## config.mk

```make
export PLATFORM = sky130hd
export DESIGN_NAME = time_set_ctrl
export DESIGN_NICKNAME = d
export VERILOG_FILES = /design/src/rtl/time_set_ctrl.sv
export SDC_FILE = /design/constraint.sdc
export NUM_CORES = 1
export LEC_CHECK = 0
export CAP_MARGIN = 40
export CORE_MARGIN = 1.5
export CORE_UTILIZATION = 34
export CTS_CLUSTER_DIAMETER = 40
export DETAILED_ROUTE_END_ITERATION = 8
export PLACE_DENSITY_LB_ADDON = 0.05
export SLEW_MARGIN = 20
export SYNTH_ARGS = -nofsm -noshare
export SYNTH_HDL_FRONTEND = slang
export SYNTH_SLANG_ARGS = --single-unit
export TNS_END_PERCENT = 100
```

## constraint.sdc

```tcl
create_clock -name clk -period 5.4 [get_ports clk]
set_input_delay 1.08 -clock clk [delete_from_list [all_inputs] [get_ports clk]]
set_output_delay 1.08 -clock clk [all_outputs]
set_load 0.005 [all_outputs]
```

## src/rtl/time_set_ctrl.sv

```systemverilog
// time_set_ctrl: button front end for the alarm clock.
// Synchronises and debounces the mode/inc/set buttons, generates auto-repeat
// on inc while editing, and runs the edit FSM that seeds, edits and loads the
// clock time and the alarm time. Edit-state flags let the display blink the
// field under edit.
module time_set_ctrl #(
    parameter int unsigned DEBOUNCE_TICKS = 2,
    parameter int unsigned REPEAT_TICKS   = 5,
    parameter int unsigned TIMEOUT_TICKS  = 300,
    parameter int unsigned LOAD_HOLD      = 10
) (
    input  logic       clk,
    input  logic       reset,
    input  logic       btn_mode,
    input  logic       btn_inc,
    input  logic       btn_set,
    input  logic [1:0] cur_H1,
    input  logic [3:0] cur_H0,
    input  logic [3:0] cur_M1,
    input  logic [3:0] cur_M0,
    output logic [1:0] H_in1,
    output logic [3:0] H_in0,
    output logic [3:0] M_in1,
    output logic [3:0] M_in0,
    output logic       LD_time,
    output logic       LD_alarm,
    output logic       AL_ON,
    output logic [1:0] edit_sel,
    output logic       edit_alarm
);

    localparam int unsigned B_MODE = 0;
    localparam int unsigned B_INC  = 1;
    localparam int unsigned B_SET  = 2;

    localparam int unsigned DB_W = $clog2(DEBOUNCE_TICKS + 1);
    localparam int unsigned RP_W = $clog2(REPEAT_TICKS + 1);
    localparam int unsigned TO_W = $clog2(TIMEOUT_TICKS + 1);
    localparam int unsigned LD_W = $clog2(LOAD_HOLD + 1);

    localparam logic [DB_W-1:0] DB_LAST = DB_W'(DEBOUNCE_TICKS - 1);
    localparam logic [RP_W-1:0] RP_LAST = RP_W'(REPEAT_TICKS - 1);
    localparam logic [TO_W-1:0] TO_LAST = TO_W'(TIMEOUT_TICKS - 1);
    localparam logic [LD_W-1:0] LD_LAST = LD_W'(LOAD_HOLD - 1);

    typedef enum logic [2:0] {
        S_IDLE,
        S_T_HOUR,
        S_T_MIN,
        S_A_HOUR,
        S_A_MIN,
        S_LOAD_T,
        S_LOAD_A
    } state_t;

    logic [2:0]            raw;
    logic [2:0]            sync1_q, sync2_q;
    logic [2:0]            deb_q, deb_d;
    logic [2:0][DB_W-1:0]  db_cnt_q, db_cnt_d;
    logic [2:0]            press_q, press_d;

    logic [RP_W-1:0]       rep_cnt_q, rep_cnt_d;
    logic                  rep_q, rep_d;
    logic [TO_W-1:0]       to_cnt_q, to_cnt_d;
    logic [LD_W-1:0]       ld_cnt_q, ld_cnt_d;

    state_t                state_q, state_d;
    logic [5:0]            edit_h_q, edit_h_d;
    logic [7:0]            edit_m_q, edit_m_d;
    logic [5:0]            alm_h_q, alm_h_d;
    logic [7:0]            alm_m_q, alm_m_d;
    logic                  al_on_q, al_on_d;

    logic                  in_edit, is_alarm, is_hour;
    logic                  set_ev, mode_ev, inc_ev, any_ev, to_expire;

    assign raw = {btn_set, btn_inc, btn_mode};

    assign in_edit  = state_q inside {S_T_HOUR, S_T_MIN, S_A_HOUR, S_A_MIN};
    assign is_alarm = state_q inside {S_A_HOUR, S_A_MIN};
    assign is_hour  = state_q inside {S_T_HOUR, S_A_HOUR};

    assign set_ev    = press_q[B_SET];
    assign mode_ev   = press_q[B_MODE];
    assign inc_ev    = press_q[B_INC] | rep_q;
    assign any_ev    = set_ev | mode_ev | inc_ev;
    assign to_expire = (to_cnt_q == TO_LAST);

    // BCD hour step; anything outside 00..22 (including 23) wraps/clamps to 00
    function automatic logic [5:0] hour_inc(input logic [5:0] h);
        logic [1:0] h1;
        logic [3:0] h0;
        h1 = h[5:4];
        h0 = h[3:0];
        if (h1 > 2'd2 || h0 > 4'd9 || (h1 == 2'd2 && h0 >= 4'd3)) begin
            return '0;
        end else if (h0 == 4'd9) begin
            return {h1 + 2'd1, 4'd0};
        end else begin
            return {h1, h0 + 4'd1};
        end
    endfunction

    // BCD minute step; 59 and any out-of-range value go to 00, no hour carry
    function automatic logic [7:0] min_inc(input logic [7:0] m);
        logic [3:0] m1;
        logic [3:0] m0;
        m1 = m[7:4];
        m0 = m[3:0];
        if (m1 > 4'd5 || m0 > 4'd9) begin
            return '0;
        end else if (m0 == 4'd9) begin
            return (m1 == 4'd5) ? 8'd0 : {m1 + 4'd1, 4'd0};
        end else begin
            return {m1, m0 + 4'd1};
        end
    endfunction

    // Two-flop synchronisers for the asynchronous raw buttons
    always_ff @(posedge clk or negedge reset) begin
        if (!reset) begin
            sync1_q <= '0;
            sync2_q <= '0;
        end else begin
            sync1_q <= raw;
            sync2_q <= sync1_q;
        end
    end

    // Debounce: accept a new level after DEBOUNCE_TICKS consecutive differing samples
    always_comb begin
        deb_d    = deb_q;
        db_cnt_d = db_cnt_q;
        press_d  = '0;
        for (int unsigned i = 0; i < 3; i++) begin
            if (sync2_q[i] == deb_q[i]) begin
                db_cnt_d[i] = '0;
            end else if (db_cnt_q[i] == DB_LAST) begin
                db_cnt_d[i] = '0;
                deb_d[i]    = sync2_q[i];
                press_d[i]  = sync2_q[i];
            end else begin
                db_cnt_d[i] = db_cnt_q[i] + 1'b1;
            end
        end
    end

    // Auto-repeat for inc: one pulse per REPEAT_TICKS cycles of held level while editing
    always_comb begin
        rep_cnt_d = '0;
        rep_d     = 1'b0;
        if (deb_q[B_INC] && in_edit) begin
            if (rep_cnt_q == RP_LAST) begin
                rep_d = 1'b1;
            end else begin
                rep_cnt_d = rep_cnt_q + 1'b1;
            end
        end
    end

    // Inactivity counter, cleared outside edit states and on any button event
    always_comb begin
        to_cnt_d = '0;
        if (in_edit && !any_ev) begin
            to_cnt_d = to_cnt_q + 1'b1;
        end
    end

    // Edit FSM next state, edit/shadow registers, alarm enable and load-hold count
    always_comb begin
        state_d  = state_q;
        edit_h_d = edit_h_q;
        edit_m_d = edit_m_q;
        alm_h_d  = alm_h_q;
        alm_m_d  = alm_m_q;
        al_on_d  = al_on_q;
        ld_cnt_d = '0;
        case (state_q)
            S_IDLE: begin
                if (set_ev) begin
                    al_on_d = ~al_on_q;
                end else if (mode_ev) begin
                    state_d  = S_T_HOUR;
                    edit_h_d = {cur_H1, cur_H0};
                    edit_m_d = {cur_M1, cur_M0};
                end
            end
            S_T_HOUR, S_T_MIN, S_A_HOUR, S_A_MIN: begin
                if (set_ev) begin
                    if (is_alarm) begin
                        state_d = S_LOAD_A;
                        alm_h_d = edit_h_q;
                        alm_m_d = edit_m_q;
                    end else begin
                        state_d = S_LOAD_T;
                    end
                end else if (mode_ev) begin
                    case (state_q)
                        S_T_HOUR: state_d = S_T_MIN;
                        S_T_MIN: begin
                            state_d  = S_A_HOUR;
                            edit_h_d = alm_h_q;
                            edit_m_d = alm_m_q;
                        end
                        S_A_HOUR: state_d = S_A_MIN;
                        default:  state_d = S_IDLE;
                    endcase
                end else if (inc_ev) begin
                    if (is_hour) begin
                        edit_h_d = hour_inc(edit_h_q);
                    end else begin
                        edit_m_d = min_inc(edit_m_q);
                    end
                end else if (to_expire) begin
                    state_d = S_IDLE;
                end
            end
            S_LOAD_T, S_LOAD_A: begin
                if (ld_cnt_q == LD_LAST) begin
                    state_d = S_IDLE;
                end else begin
                    ld_cnt_d = ld_cnt_q + 1'b1;
                end
            end
            default: state_d = S_IDLE;
        endcase
    end

    // State and datapath registers
    always_ff @(posedge clk or negedge reset) begin
        if (!reset) begin
            deb_q     <= '0;
            db_cnt_q  <= '0;
            press_q   <= '0;
            rep_cnt_q <= '0;
            rep_q     <= 1'b0;
            to_cnt_q  <= '0;
            ld_cnt_q  <= '0;
            state_q   <= S_IDLE;
            edit_h_q  <= '0;
            edit_m_q  <= '0;
            alm_h_q   <= '0;
            alm_m_q   <= '0;
            al_on_q   <= 1'b0;
        end else begin
            deb_q     <= deb_d;
            db_cnt_q  <= db_cnt_d;
            press_q   <= press_d;
            rep_cnt_q <= rep_cnt_d;
            rep_q     <= rep_d;
            to_cnt_q  <= to_cnt_d;
            ld_cnt_q  <= ld_cnt_d;
            state_q   <= state_d;
            edit_h_q  <= edit_h_d;
            edit_m_q  <= edit_m_d;
            alm_h_q   <= alm_h_d;
            alm_m_q   <= alm_m_d;
            al_on_q   <= al_on_d;
        end
    end

    // Output decode from registered state; load strobes exist only in the load states
    always_comb begin
        H_in1      = edit_h_q[5:4];
        H_in0      = edit_h_q[3:0];
        M_in1      = edit_m_q[7:4];
        M_in0      = edit_m_q[3:0];
        AL_ON      = al_on_q;
        LD_time    = (state_q == S_LOAD_T);
        LD_alarm   = (state_q == S_LOAD_A);
        edit_sel   = 2'd0;
        edit_alarm = 1'b0;
        case (state_q)
            S_T_HOUR: edit_sel = 2'd1;
            S_T_MIN:  edit_sel = 2'd2;
            S_A_HOUR: begin
                edit_sel   = 2'd1;
                edit_alarm = 1'b1;
            end
            S_A_MIN: begin
                edit_sel   = 2'd2;
                edit_alarm = 1'b1;
            end
            default: edit_sel = 2'd0;
        endcase
    end

endmodule

```

-- Word-level counts from Yosys, hierarchy flattened
Index checks and enable logic that the tools add are counted.
- register bits after elaboration: 67
- word-level logic and storage cells: 153
- output and inout bits: 20
- bits of input ports: 19
- add/subtract/negate cells: 10
- magnitude comparators: 5
- equal/unequal tests: 31
- mux-type cells: 52
- reduce and logical (&&, ||, !) cells: 27
- bitwise operators: 7
- operator list (kind ; number):
    $mux 8 ; 10
    $mux 6 ; 9
    $mux 3 ; 9
    $pmux 3 s3 ; 2
    $add 4x1->4 const B ; 4
    $ne 4x4->1 const B ; 4
    $pmux 8 s2 ; 1
    $reduce_and 8->1 ; 2
    $mux 2 ; 7
    $reduce_and 7->1 ; 2
    $eq 3x3->1 const B ; 4
    $eq 4x4->1 const B ; 3
    $ne 3x3->1 const B ; 4
    $pmux 6 s2 ; 1
    $add 9x1->9 const B ; 1
    $eq 9x9->1 const B ; 1
    $mux 1 ; 9
    $mux 9 ; 1
    $add 2x1->2 const B ; 4
    $gt 4x4->1 const B ; 2
    $mux 4 ; 2
    $ne 2x2->1 const B ; 4
    $reduce_and 2->1 ; 4
    $reduce_or 2->1 ; 4
    other kinds (22) ; 38

-- Depth between registers and ports, before layout
- depth after elaboration: 9
- mapped depth: 8
- depth with buffers taken out: 7

-- Least setup slack after synthesis
OpenSTA, ideal clock, no wires.
- kind: register to output
- from: register state_q[2]
- to: output LD_alarm
- cell stages (with the launch flop): 4
- arrival: 926 ps
- data required time: 4320 ps
- path slack: 3394 ps
- path through: dfrtp_1 buf_2 clkbuf_1 and3_1
- cells in the longest elaborated chain, start to end: 1
- RTL lines (element ; RTL line ; source):
    from (decl) ; 67 ; state_t state_q, state_d;
    from (signal assigned) ; 253 ; state_q <= state_d;
    $eq 3x3->1 ; 270 ; LD_alarm = (state_q == S_LOAD_A);
    to (decl) ; 26 ; output logic LD_alarm,
No other way between the ends.

-- Worst setup path after layout
- from: register state_q[2]
- to: output edit_sel[1]
- cells in the longest elaborated chain, start to end: 3
- elaborated cells on any way between the ends: 7
- classes of those cells: 4 x eq/ne; 1 x mux; 2 x reduce/logical
- RTL lines (element ; RTL line ; source):
    $eq 3x2->1 (tied with other cells) ; 273 ; case (state_q)
    $reduce_or 2->1 (no line) ; -- ;
    $pmux 2 s2 (*) ; 273 ;
    to (decl) ; 28 ; output logic [1:0] edit_sel,
Every way passes the cells marked *; elsewhere a longest branch is shown, timed or not.

==> flow_summary.toml <==
[timing]
period_share_pct = 54.39
setup_viol = 0
hold_viol_final = 0
fmax_mhz = 340.5
slew_headroom_pct = 46.00
rsz0062_at_grt = "no"
slew_viol_final = 0
period_minus_slack_ns = 2.937
tns_ns = 0
fin_skew_ns = 0.008787
worstMarginPinSlew_ns = 0.8100

[run_status]
run_status = "finished, final reports clean"

[cts]
clkSinkCount = 67
cts_resized = 0
cts_tree = "yes"
h-tree-depth = 3
cts-root-buf = "clkbuf_8"
cts_setup_buffers = 0
cts_made_buffers = 9
insertion_delay_ns = 0.35
hold_buffers = 0
clockBufferDepth = 2
cts.clk_slew.worst_paths_ns = 0.08

[hold_path]
min_path_type = "reg2reg"
holdPathEnd = "sync2_q[2]"
hold_start = "sync1_q[2]"
worstHoldPathCells = 0

[die]
die_area_sq_um = 10250
fp-row-count = 35
initial_utilization_pct = 35.34
die_h_um = 101.2
core_sq_um = 9284
io_pins = 39
die_width_um = 101.2

[worst_setup_path]
cp_max_fo = 18
start_kind = "flop"
cp.required_ns = 4.32
crit_chain = "nand2b_1 > a21oi_1 > clkdlybuf4s50_1"
r2r_start = "state_q[2]"
slowest_stage = "dfrtp_1"
arrival_ns = 1.86
end_kind = "primary output"
slowest_delay_ns = 0.67
crit_type = "reg2out"
rr_endpoint = "edit_h_q[5]"
r2r_cells = 5
reg2reg_slack_ns = 3.02

[synth]
ys_seq_area_share_pct = 51.11
syn_area_per_cell_sq_um = 10.03
synth_cells = 327
ys_types = 47
synth_top_area_cell = "dfrtp_1"
ys_seq_elements = 67
synth_compound_area_share_pct = 12.62
async_reset_ff_share_pct = 100.0
synthTopCellsByArea = "dfrtp_1, mux2_2, nor2_1, nand2_1, nand3_1"
synthMuxAreaShare_pct = 5.835
synth-simple-area-share_pct = 20.18
synth_area_sq_um = 3281
synth_xor_area_share_pct = 4.272
synth_edf_count = 0
synthAdderAreaFrac_pct = 2.670
ys.flop_type = "dfrtp_1"
ys.warnings.count = 0
synth_top_family_by_area = "simple AND/OR/NAND/NOR gates"
synth_nets = 353
synth_top_area_share_pct = 51.11

[detailed_routing]
drc = 0
route.met2.wl_um = 3027
wl_met3_um = 336
drt-met1-wl_um = 3331
drt-initial-drc-count = 115
dr.pass1.iters = 4
vias = 2449
vias_per_cell = 4.898
maxUsedRoutingLayer = "met4"
avgRoutedWirePerCell_um = 13.54
antenna_left = 0
routed_wl_um = 6768

[grt]
track_usage_pct = 14.52
antenna_found_initial = 0
grt_pass1_wl_um = 11470
grt_max_degree = 38
grt_overflow_total = 0
grt_pass1_vias = 2308

[placement]
place_inst = 482
placed_area_sq_um = 3785
port_buffers = 38
dpl.hpwl_um = 4450
place.gp.congestion = 0.7371

[final_layout]
syn_to_final_growth_pct = 22.35
final_cells = 500
fin_util_pct = 43.23
multi_input_area_sq_um = 1495
regArea_sq_um = 1677
nets = 392
fillers = 926
diodes = 0
final_area_sq_um = 4014
drive_gt1_share_pct = 11.59

[power]
p_leak_uw = 0.001738
powerDensity_nw_per_um2 = 510.4
vdd_drop_max_mv = 0.1756

[job]
drv_cap = 0
## cell families after synthesis
logic type | Yosys count
simple gates | 132
flops | 67
compound gates | 62
buf+inv | 26
mux | 17
xor+xnor | 16
fa+ha+maj | 7
## registers in the layout, indices dropped and copies added, names as in the netlist, 3 cells and up
| name | cells |
|---|---|
| alm_h_q | 6 |
| alm_m_q | 8 |
| db_cnt_q | 6 |
| deb_q | 3 |
| edit_h_q | 6 |
| edit_m_q | 8 |
| ld_cnt_q | 4 |
| press_q | 3 |
| rep_cnt_q | 3 |
| state_q | 3 |
| sync1_q | 3 |
| sync2_q | 3 |
| to_cnt_q | 9 |
## critical path, delay by kind of cell (launching register included)
kind | cells | cell delay (ns)
flip-flops | 1 | 0.67
AO/OA/AOI/OAI | 1 | 0.16
buffers and inverters | 1 | 0.52
AND/OR/NAND/NOR | 1 | 0.16
## placed cells by master (no fill, tap or decap), drive strengths merged, types with 2 or more instances in the layout
cell            n
clkbuf         11
o31ai           3
buf             5
o21ai          17
ha              7
o21a            2
a22o            2
nor3b           4
clkinvlp        2
a211oi          3
nand2          28
nor3            6
clkdlybuf4s50  37
nor2b           3
and3            7
and3b           3
nor2           40
and2            7
o221ai          2
xnor2           9
a221oi          3
inv            14
xor2            7
o211ai          3
o22a            6
dfrtp          67
nand2b          8
nand3          19
mux2           17
a21oi          13
## worst max path at each step
stage                from     endpoint  slack (ns)  depth (start not counted)
6_report       state_q[2]  edit_sel[1]        2.46                          3
5_1_grt        state_q[0]  edit_sel[0]        2.33                          3
4_1_cts        state_q[2]  edit_sel[1]        2.45                          3
3_5_place_dp   state_q[2]  edit_sel[1]        2.82                          3
3_3_place_gp   state_q[2]  edit_sel[1]        2.86                          3
2_1_floorplan  state_q[2]     LD_alarm        3.39                          3
## metal layers
metal  global-route usage [%]  up-vias
met3                    4.417        6
met5                        0        -
met2                    22.66       54
li1                         -     1221
met4                    4.487        0
met1                    19.46     1168
## per-stage QoR
stage	hold WS (ns)	total power (uW)	setup slack (ns)
3_3_place_gp	0.3349	1623	2.861
4_1_cts	0.3538	2076	2.448
5_1_grt	0.3570	2228	2.332
6_report	0.3517	2049	2.463
3_5_place_dp	0.3347	1629	2.822
2_1_floorplan	0.3312	1343	3.394
## area by class of cell
type | count | share of cell area [%]
Sequential cell | 67 | 41.77
Multi-Input combinational cell | 234 | 37.25
Clock inverter | 6 | 1.777
Clock buffer | 10 | 3.429
Timing Repair Buffer | 43 | 10.72
Inverter | 11 | 1.029
Tap cell | 129 | 4.021
## report_power, final
part	total [uW]	leakage, uW	switching, uW	internal (uW)
clock network	435	0.0000999	205	231
registers	839	0.000866	189	649
logic	775	0.000772	377	398
## cell usage after synthesis (all sizes together) (4+ instances only)
library cell and number:
ha 7, mux2 17, xor2 7, inv 11, and2 7, o21ai 17, nand2 28, nand3 19
buf 9, nor2 40, xnor2 9, nor3b 4, nand2b 8, and3 7, nor3 6, clkbuf 6
o22a 6, dfrtp 67, a21oi 13
No activity file was read; power rests on OpenSTA's default activity.
